===== src/rtl/fetch_unit_if.sv =====
`default_nettype none
// +----------------------------------------------------------------------+
// | Module      : fetch_unit_if                                          |
// | Description : Instruction-memory request/grant/response bundle used  |
// |               between the fetch unit (master) and instruction memory |
// |               (slave).                                               |
// | Revision    : 1.0 - initial release                                  |
// +----------------------------------------------------------------------+
interface fetch_unit_if;
  logic        imem_req_o;
  logic [31:0] imem_addr_o;
  logic        imem_gnt_i;
  logic        imem_rvalid_i;
  logic [31:0] imem_rdata_i;

  modport master (
    output imem_req_o,
    output imem_addr_o,
    input  imem_gnt_i,
    input  imem_rvalid_i,
    input  imem_rdata_i
  );

  modport slave (
    input  imem_req_o,
    input  imem_addr_o,
    output imem_gnt_i,
    output imem_rvalid_i,
    output imem_rdata_i
  );
endinterface
`default_nettype wire


===== src/rtl/fetch_unit.sv =====
`default_nettype none
// +----------------------------------------------------------------------+
// | Module      : fetch_unit                                             |
// | Description : Instruction-fetch front end. Holds the PC, runs one    |
// |               outstanding request/grant/response to instruction      |
// |               memory, presents the fetched instruction to IF/ID      |
// |               until accepted, and handles branch redirects including |
// |               discarding of in-flight responses.                     |
// |               Optional macro FETCH_PERF_EN adds fetched/dropped      |
// |               response counters.                                     |
// | Revision    : 1.0 - initial release                                  |
// +----------------------------------------------------------------------+
module fetch_unit #(
  parameter logic [31:0] RESET_PC = 32'h0000_0000,
  parameter int unsigned PC_STEP  = 4
) (
  input  wire logic        clk_i,
  input  wire logic        rst_i,
  input  wire logic        stall_i,
  input  wire logic        redirect_i,
  input  wire logic [31:0] redirect_pc_i,
  fetch_unit_if.master     imem,
  output logic [31:0]      instr_o,
  output logic [31:0]      pc_o,
  output logic             valid_o,
  output logic             bubble_o
`ifdef FETCH_PERF_EN
  ,
  output logic [31:0]      perf_fetched_o,
  output logic [31:0]      perf_dropped_o
`endif
);

  localparam logic [31:0] c_PC_STEP = 32'(PC_STEP);

  typedef enum logic [1:0] {
    S_IDLE = 2'd0,
    S_REQ  = 2'd1,
    S_WAIT = 2'd2,
    S_HOLD = 2'd3
  } state_t;

  state_t      r_state;
  state_t      w_state_nxt;
  logic [31:0] r_pc;
  logic [31:0] w_pc_nxt;
  logic        r_drop;
  logic        w_drop_nxt;
  logic [31:0] r_instr;
  logic [31:0] w_instr_nxt;
  logic [31:0] r_pc_out;
  logic [31:0] w_pc_out_nxt;
  logic        r_valid;
  logic        w_valid_nxt;
  logic        w_capture;
  logic        w_discard;

  // State register
  always_ff @(posedge clk_i or posedge rst_i) begin
    if (rst_i) begin
      r_state <= S_IDLE;
    end else begin
      r_state <= w_state_nxt;
    end
  end

  // Next-state and datapath decode; a redirect always overrides the PC
  always_comb begin
    w_state_nxt  = r_state;
    w_pc_nxt     = r_pc;
    w_drop_nxt   = r_drop;
    w_instr_nxt  = r_instr;
    w_pc_out_nxt = r_pc_out;
    w_valid_nxt  = r_valid;
    w_capture    = 1'b0;
    w_discard    = 1'b0;

    case (r_state)
      S_IDLE: begin
        w_state_nxt = S_REQ;
      end
      S_REQ: begin
        // A request granted in the same cycle as a redirect is already in
        // memory's hands; its response must be thrown away later.
        if (imem.imem_gnt_i) begin
          w_state_nxt = S_WAIT;
          w_drop_nxt  = redirect_i;
        end
      end
      S_WAIT: begin
        if (imem.imem_rvalid_i) begin
          if (r_drop || redirect_i) begin
            w_discard   = 1'b1;
            w_drop_nxt  = 1'b0;
            w_state_nxt = S_REQ;
          end else begin
            w_capture    = 1'b1;
            w_instr_nxt  = imem.imem_rdata_i;
            w_pc_out_nxt = r_pc;
            w_valid_nxt  = 1'b1;
            w_pc_nxt     = r_pc + c_PC_STEP;
            w_state_nxt  = S_HOLD;
          end
        end else if (redirect_i) begin
          w_drop_nxt = 1'b1;
        end
      end
      S_HOLD: begin
        // Consumed by IF/ID, or killed by a redirect (which beats stall)
        if (redirect_i || !stall_i) begin
          w_instr_nxt  = 32'h0;
          w_pc_out_nxt = 32'h0;
          w_valid_nxt  = 1'b0;
          w_state_nxt  = S_REQ;
        end
      end
      default: begin
        w_state_nxt = S_IDLE;
      end
    endcase

    if (redirect_i) begin
      w_pc_nxt = redirect_pc_i;
    end
  end

  // PC, drop flag and IF/ID-facing output registers
  always_ff @(posedge clk_i or posedge rst_i) begin
    if (rst_i) begin
      r_pc     <= RESET_PC;
      r_drop   <= 1'b0;
      r_instr  <= 32'h0;
      r_pc_out <= 32'h0;
      r_valid  <= 1'b0;
    end else begin
      r_pc     <= w_pc_nxt;
      r_drop   <= w_drop_nxt;
      r_instr  <= w_instr_nxt;
      r_pc_out <= w_pc_out_nxt;
      r_valid  <= w_valid_nxt;
    end
  end

`ifdef FETCH_PERF_EN
  logic [31:0] r_perf_fetched;
  logic [31:0] r_perf_dropped;

  // Free-running wrap-around counters of captured and discarded responses
  always_ff @(posedge clk_i or posedge rst_i) begin
    if (rst_i) begin
      r_perf_fetched <= 32'h0;
      r_perf_dropped <= 32'h0;
    end else begin
      r_perf_fetched <= r_perf_fetched + {31'h0, w_capture};
      r_perf_dropped <= r_perf_dropped + {31'h0, w_discard};
    end
  end

  assign perf_fetched_o = r_perf_fetched;
  assign perf_dropped_o = r_perf_dropped;
`else
  // Keeps the discard decode visible even without counters attached
  logic w_discard_unused;
  assign w_discard_unused = w_discard & w_capture;
`endif

  assign imem.imem_req_o  = (r_state == S_REQ);
  assign imem.imem_addr_o = r_pc;
  assign instr_o          = r_instr;
  assign pc_o             = r_pc_out;
  assign valid_o          = r_valid;
  assign bubble_o         = ~r_valid & ~stall_i;

endmodule
`default_nettype wire

===== src/flat_wrapper.sv =====
// flat-port wrapper written by rule: the top's interface ports become plain ports
module fetch_unit_flat 
#(
  parameter logic [31:0] RESET_PC = 32'h0000_0000,
  parameter int unsigned PC_STEP  = 4
)
  (clk_i, rst_i, stall_i, redirect_i, redirect_pc_i, instr_o, pc_o, valid_o, bubble_o, imem_imem_req_o, imem_imem_addr_o, imem_imem_gnt_i, imem_imem_rvalid_i, imem_imem_rdata_i);
  fetch_unit_if imem_i ();
  input  wire logic clk_i;
  input  wire logic rst_i;
  input  wire logic stall_i;
  input  wire logic redirect_i;
  input  wire logic [31:0] redirect_pc_i;
  output logic [31:0] instr_o;
  output logic [31:0] pc_o;
  output logic valid_o;
  output logic bubble_o;
  output wire logic [$bits(imem_i.imem_req_o)-1:0] imem_imem_req_o;
  output wire logic [$bits(imem_i.imem_addr_o)-1:0] imem_imem_addr_o;
  input wire logic [$bits(imem_i.imem_gnt_i)-1:0] imem_imem_gnt_i;
  input wire logic [$bits(imem_i.imem_rvalid_i)-1:0] imem_imem_rvalid_i;
  input wire logic [$bits(imem_i.imem_rdata_i)-1:0] imem_imem_rdata_i;
  assign imem_imem_req_o = imem_i.imem_req_o;
  assign imem_imem_addr_o = imem_i.imem_addr_o;
  assign imem_i.imem_gnt_i = imem_imem_gnt_i;
  assign imem_i.imem_rvalid_i = imem_imem_rvalid_i;
  assign imem_i.imem_rdata_i = imem_imem_rdata_i;
  fetch_unit #(.RESET_PC(RESET_PC), .PC_STEP(PC_STEP)) u_core (.clk_i(clk_i), .rst_i(rst_i), .stall_i(stall_i), .redirect_i(redirect_i), .redirect_pc_i(redirect_pc_i), .imem(imem_i), .instr_o(instr_o), .pc_o(pc_o), .valid_o(valid_o), .bubble_o(bubble_o));
endmodule

===== config.mk =====
export PLATFORM = sky130hd
export DESIGN_NAME = fetch_unit_flat
export DESIGN_NICKNAME = d
export VERILOG_FILES = /design/src/rtl/fetch_unit_if.sv /design/src/rtl/fetch_unit.sv /design/src/flat_wrapper.sv
export SDC_FILE = /design/constraint.sdc
export NUM_CORES = 1
export LEC_CHECK = 0
export CAP_MARGIN = 10
export CORE_MARGIN = 1
export CORE_UTILIZATION = 30
export DETAILED_ROUTE_END_ITERATION = 10
export MAX_ROUTING_LAYER = met4
export PLACE_DENSITY_LB_ADDON = 0.2
export REMOVE_ABC_BUFFERS = 1
export SLEW_MARGIN = 5
export SYNTH_ARGS = -nofsm -noshare
export SYNTH_HDL_FRONTEND = slang
export SYNTH_SLANG_ARGS = --single-unit

===== constraint.sdc =====
create_clock -name clk_i -period 4.2 [get_ports clk_i]
set_input_delay 0.84 -clock clk_i [delete_from_list [all_inputs] [get_ports clk_i]]
set_output_delay 0.84 -clock clk_i [all_outputs]
set_load 0.05 [all_outputs]

==> metrics.md, run 1 <==
| Metric | Value |
|---|---|
| I/O Buffers | `168` |
| GRT met3 Usage | `2.74%` |
| Root Driver | `clkbuf_16` |
| Sw Pwr | `2.25 mW` |
| Worst vdd ir | `0.287 mV` |
| IO Pins | `169` |
| Syn. warnings | `0` |
| Initial antenna violation count | `0` |
| Diode count | `0` |
| Placed inst area | `6690 um2` |
| Largest net degree at the start of global routing | `83` |
| WL/cell | `15.2 um` |
| Vias post-DR | `4232` |
| Hold Buf Count CTS | `0` |
| Highest clock rate | `0.320 GHz` |
| Worst-path fanout max | `17` |
| Post-DP HPWL | `9260 um` |
| CTS Sinks | `100` |
| Number of global-route vias before repair | `4162` |
| Dominant cells by area after synthesis | `dfrtp_1 (52%), o21ai_0 (8.6%), nand2b_1 (7.8%), nand2_1 (7.2%), clkbuf_1 (2.6%)` |
| DIE AREA | `16600 um2` |
| Synth Area in Simple Gates | `26.5%` |
| FF+latch count, synth | `100` |
| Final hold vios | `0` |
| Skew-Pair Late Insertion Delay | `350 ps` |
| DRC | `0` |
| Synth Flop Type | `dfrtp_1` |
| EDFF count, synth | `0` |
| Crit path buffers/inverters | `1` |
| Hold WS | `479 ps` |
| Post_cts resized | `0` |
| Area growth, synth to finish | `44.5%` |
| Setup slack at placement | `701 ps` |
| Largest family of logic cells by synthesized area | `simple AND/OR/NAND/NOR gates` |
| Most frequent cells in the layout | `clkdlybuf4s50_1 (168), dfrtp_1 (100), nand2_1 (93)` |
| Post-synthesis mux area share | `0.881%` |
| Power Total | `4.84 mW` |
| Final std cell area, no fill | `6980 um2` |
| Min Tclk post-route | `3120 ps` |
| Global Route met2 Usage | `26.8%` |
| Die Span X | `129 um` |
| Setup repair after global routing missed its margin | `no` |
| Worst-path clk slew | `70 ps` |
| Run status | `completed` |
| Clk buf depth | `2` |
| Worst setup margin | `1080 ps` |
| First drt pass iteration count | `4` |
| Post-synthesis cell type count | `43` |
| Setup-failing EPs final | `0` |
| CTS tree | `yes` |
| Filler instances | `1585` |
| Core area | `15800 um2` |
| Share of post-route cells with drive strength above 1 | `4.75%` |
| CP arrival | `3390 ps` |
| Global Route met1 Usage | `23.0%` |
| Hold crit path type | `reg2reg` |
| Final Slew Violations | `0` |
| Total track usage | `17.5%` |
| First-pass GRT wire length | `21700 um` |
| Initial core utilization | `30.6%` |
| CP max-delay cell | `or4_1` |
| Mean Syn Cell Area | `9.20 um2` |
| Synthesized area | `4830 um2` |
| Max-cap violations | `0` |
| P per Cell Area | `695 nW/um2` |
| Clock power share | `17.1%` |
| Top cell type's share of synthesized area | `51.8%` |
| Switch share | `46.5%` |
| Gr busiest metal | `met2` |
| Sequential share of power | `30.7%` |
| Most common cell after layout, fill and taps aside | `clkdlybuf4s50_1` |
| Combinational Power Share | `52.3%` |
| Xor/xnor share of the synthesized area | `1.81%` |
| Post-Route WL | `13500 um` |
| Worst reg2reg setup slack | `1380 ps` |
| Crit. End Element | `flip-flop` |
| Kind of critical path | `in2reg` |
| Critical path's top delay family | `simple AND/OR/NAND/NOR gates` |
| H-tree depth | `3` |
| Slew headroom | `29.0%` |
| Area leader, netlist | `dfrtp_1` |
| Nets | `744` |
| Postcts setup bufs | `0` |
| Crit path top cell by count | `or4_1` |
| Die H | `129 um` |
| Internal power | `2.59 mW` |
| Static Leak | `2.85 nW` |
| CTS Buf Count | `9` |
| Drt via density | `4.76` |
| Synth Area in Compound Gates | `13.8%` |
| Total gr overflow | `0` |
| Cell Rows | `46` |
| Sequential fraction of the synthesis area | `51.8%` |
| GPL Wtd Cong | `0.809` |
| Gate Count Post-Synth | `525` |
| Period utilisation layout | `74.4%` |
| Worst slew pin tran | `1060 ps` |
| CP Cell Sequence | `clkdlybuf4s50_1, nand3b_1, or4_1, or4_1, a31oi_1` |
| Synthesized-area fraction occupied by adder cells | `1.04%` |
| Clk_skew | `6.91 ps` |
| Initial DRC Count | `260` |
| CP Launch Type | `input port` |
| Post-DRT Antenna Nets | `0` |
| Slowest stage delay, CP | `910 ps` |
| Critical path required time | `4470 ps` |
| Post-synth ARST share | `100%` |
==> metal layers <==
metal / up-vias / part of all wire, %
met5: - / 0
met4: 0 / 1.7
li1: 2112 / -
met3: 16 / 4.6
met1: 1980 / 47
met2: 124 / 46
==> layout make-up <==
cell class | count | area [um2] | area share (%)
flip-flops and latches | 100 | 2500 | 35.9
inverters | 9 | 36.3 | 0.520
well taps | 216 | 270 | 3.87
clock buffers | 14 | 284 | 4.07
multi-input cells | 377 | 2150 | 30.8
repair buffers | 173 | 1730 | 24.8
clock inverters | 1 | 5.00 | 0.0717
==> Yosys cell counts, drive strengths merged, types with 2 or more instances <==
cell type,count
a21oi,2
a31oi,11
and4,2
buf,6
clkbuf,33
dfrtp,100
ha,4
inv,9
mux2,2
mux2i,2
nand2,93
nand2b,60
nand3,17
nand3b,2
nand4,10
nor2,16
nor2b,4
nor3,3
nor4,5
o211ai,5
o21ai,83
o31ai,12
or2b,2
or3,4
or4,19
xnor2,8
xor2,2
==> final timing paths <==
path,startpoint,to,cells after the start
worst max-delay path,imem_imem_rvalid_i,u_core.imem.imem_addr_o[26],5
worst min-delay path,u_core.instr_o[22],u_core.instr_o[22],2
worst max register to register,u_core.r_state[0],u_core.imem.imem_addr_o[26],6
worst min register to register,u_core.instr_o[22],u_core.instr_o[22],2
max in group asynchronous,rst_i,u_core.instr_o[17],3
min in group asynchronous,rst_i,u_core.instr_o[13],2
==> stage by stage <==
| stage | cells | util (%) | setup TNS (ps) |
|---|---|---|---|
| after CTS | 890 | 44.2 | 0 |
| after global placement | 875 | 42.4 | 0 |
| after detailed placement | 875 | 42.4 | 0 |
| final | 890 | 44.2 | 0 |
| after floorplan | 486 | - | -126400 |
| after global routing | 890 | 44.2 | 0 |
==> power groups by stage <==
stage	clock network (mW)	registers, mW	logic [mW]
CTS	0.856	1.49	2.56
global placement	0	1.49	2.52
global route	0.892	1.53	2.71
finish	0.827	1.49	2.53
floorplan	0	2.54	0.621
detailed placement	0	1.51	2.56
==> state kept, by name, indices dropped and copies added (netlist names) <==
| signal | flops |
|---|---|
| u_core.imem.imem_addr_o | 32 |
| u_core.instr_o | 32 |
| u_core.pc_o | 32 |
| u_core.r_state | 2 |
| u_core.r_drop | 1 |
| u_core.valid_o | 1 |
==> logic make-up (layout without fill, tap and decap cells) <==
| group | Yosys count | in the layout |
|---|---|---|
| flip-flops | 100 | 100 |
| AO/OA/AOI/OAI | 118 | 118 |
| XOR/XNOR | 10 | 10 |
| buffers and inverters | 48 | 197 |
| adder cells (fa/ha/maj) | 4 | 4 |
| AND/OR/NAND/NOR | 241 | 241 |
| multiplexers | 4 | 4 |
==> tightest hold or removal path: cells and delay by family, from the launching register on <==
kind | cells | cell delay, ps
flip-flops | 1 | 340
AO/OA/AOI/OAI | 1 | 60
AND/OR/NAND/NOR | 1 | 50
(Power assumes the default switching activity.)
==> run 2: changes to the inputs <==
Clock period 4.2 ns to 2.9 ns, I/O delays scaled along.
==> metrics.md, run 2 (same netlist as run 1, synthesis figures left out) <==
| Metric | Value |
|---|---|
| Run status | `completed` |
| Slew headroom | `63.3%` |
| H-tree depth | `3` |
| CTS tree | `yes` |
| Final hold vios | `0` |
| Crit. End Element | `primary output` |
| Total track usage | `17.1%` |
| Number of global-route vias before repair | `4035` |
| Root Driver | `clkbuf_16` |
| Share of post-route cells with drive strength above 1 | `5.74%` |
| Static Leak | `2.89 nW` |
| R2R cell count | `7` |
| CP Launch Type | `flip-flop` |
| Cell Rows | `46` |
| Vias post-DR | `4211` |
| Worst reg2reg setup slack | `540 ps` |
| Area occupied by multi-input gates | `2150 um2` |
| CTS Sinks | `100` |
| Post-Route WL | `13400 um` |
| Postcts setup bufs | `0` |
| IO Pins | `169` |
| Area growth, synth to finish | `46.5%` |
| Die H | `129 um` |
| Worst setup margin | `462 ps` |
| CTS Buf Count | `9` |
| Nets | `749` |
| Worst reg2reg path endpoint | `u_core.imem.imem_addr_o[26]` |
| Worst-path clk slew | `60 ps` |
| DIE AREA | `16600 um2` |
| Filler instances | `1526` |
| GPL Wtd Cong | `0.776` |
| Clk_skew | `8.14 ps` |
| First drt pass iteration count | `4` |
| Max-cap violations | `0` |
| Hold crit path type | `reg2reg` |
| Initial DRC Count | `205` |
| Setup TNS | `0 ps` |
| Most common cell after layout, fill and taps aside | `clkdlybuf4s50_1` |
| Highest clock rate | `0.410 GHz` |
| Largest net degree at the start of global routing | `77` |
| Reg-to-reg startpoint | `u_core.r_state[0]` |
| CP arrival | `1860 ps` |
| Critical path origin | `u_core.r_state[1]` |
| Critical path required time | `2320 ps` |
| Die Span X | `129 um` |
| Worst vdd ir | `0.481 mV` |
| Total gr overflow | `0` |
| Register area | `2500 um2` |
| Worst-path fanout max | `4` |
| Period utilisation layout | `84.1%` |
| Post-DP HPWL | `9440 um` |
| Drt via density | `4.70` |
| WL/cell | `15.0 um` |
| P per Cell Area | `1010 nW/um2` |
| Initial antenna violation count | `0` |
| Critical path endpoint | `imem_imem_req_o` |
| Most frequent cells in the layout | `clkdlybuf4s50_1 (167), dfrtp_1 (100), nand2_1 (93)` |
| Min Tclk post-route | `2440 ps` |
| Initial core utilization | `30.6%` |
| Skew-Pair Late Insertion Delay | `350 ps` |
| Worst slew pin tran | `549 ps` |
| Kind of critical path | `reg2out` |
| Setup slack at placement | `138 ps` |
| Setup repair after global routing missed its margin | `no` |
| Post_cts resized | `0` |
| Setup-failing EPs final | `0` |
| Core area | `15800 um2` |
| DRC | `0` |
| Clk buf depth | `2` |
| Post-DRT Antenna Nets | `0` |
| Final Slew Violations | `0` |
| First-pass GRT wire length | `21300 um` |
| I/O Buffers | `168` |
| Hold Buf Count CTS | `0` |
run 2: cell count changes in the layout (fill, tap and decap cells not counted):
cell,change
buf_4,+4
buf_12,+2
bufinv_16,+2
clkbuf_8,-2
clkbuf_1,-1
clkdlybuf4s50_1,-1
clkinvlp_4,+1
diode_2,+1
run 2: routing by layer:
metal | global-route usage (%) | part of all wire, % | vias to the layer above
li1 | - | - | 2120
met1 | 23.0 | 48 | 1951
met2 | 25.9 | 45 | 129
met3 | 2.37 | 5.3 | 11
met4 | 6.78 | 1.6 | 0
met5 | - | 0 | -
run 2: worst min path at each step:
stage	from	to	cells after the start
global route	u_core.pc_o[4]	u_core.pc_o[4]	2
finish	u_core.pc_o[4]	u_core.pc_o[4]	2
floorplan	u_core.r_drop	u_core.r_drop	2
detailed placement	u_core.pc_o[4]	u_core.pc_o[4]	2
CTS	u_core.pc_o[4]	u_core.pc_o[4]	2
global placement	u_core.pc_o[24]	u_core.pc_o[24]	2
run 2: area by class of cell:
cell class	instances	area share, %
inverters	9	0.513
well taps	216	3.82
clock inverters	4	1.03
multi-input cells	377	30.3
flip-flops and latches	100	35.4
clock buffers	11	3.57
diodes	1	0.0354
repair buffers	178	25.3
run 2: where the power goes:
group          internal [mW]  total, mW  switching, mW
Clock                  0.798       1.33          0.528
Sequential              1.86       2.15          0.297
Combinational           1.25       3.68           2.43
run 2: per-stage QoR:
step	area [um2]	hold slack [ps]	total power, mW	util (%)	cells
3_3_place_gp	6750	463	5.83	42.8	880
3_5_place_dp	6750	468	5.90	42.8	880
6_report	7070	478	7.15	44.9	896
2_1_floorplan	4660	524	4.57	-	486
4_1_cts	7070	483	7.26	44.8	895
5_1_grt	7070	490	7.57	44.8	895
run 2: critical path, cell delays in order, from the launching register on:
cell and delay, ps:
dfrtp_1 410, inv_1 70, ha_1 210, clkdlybuf4s50_1 830
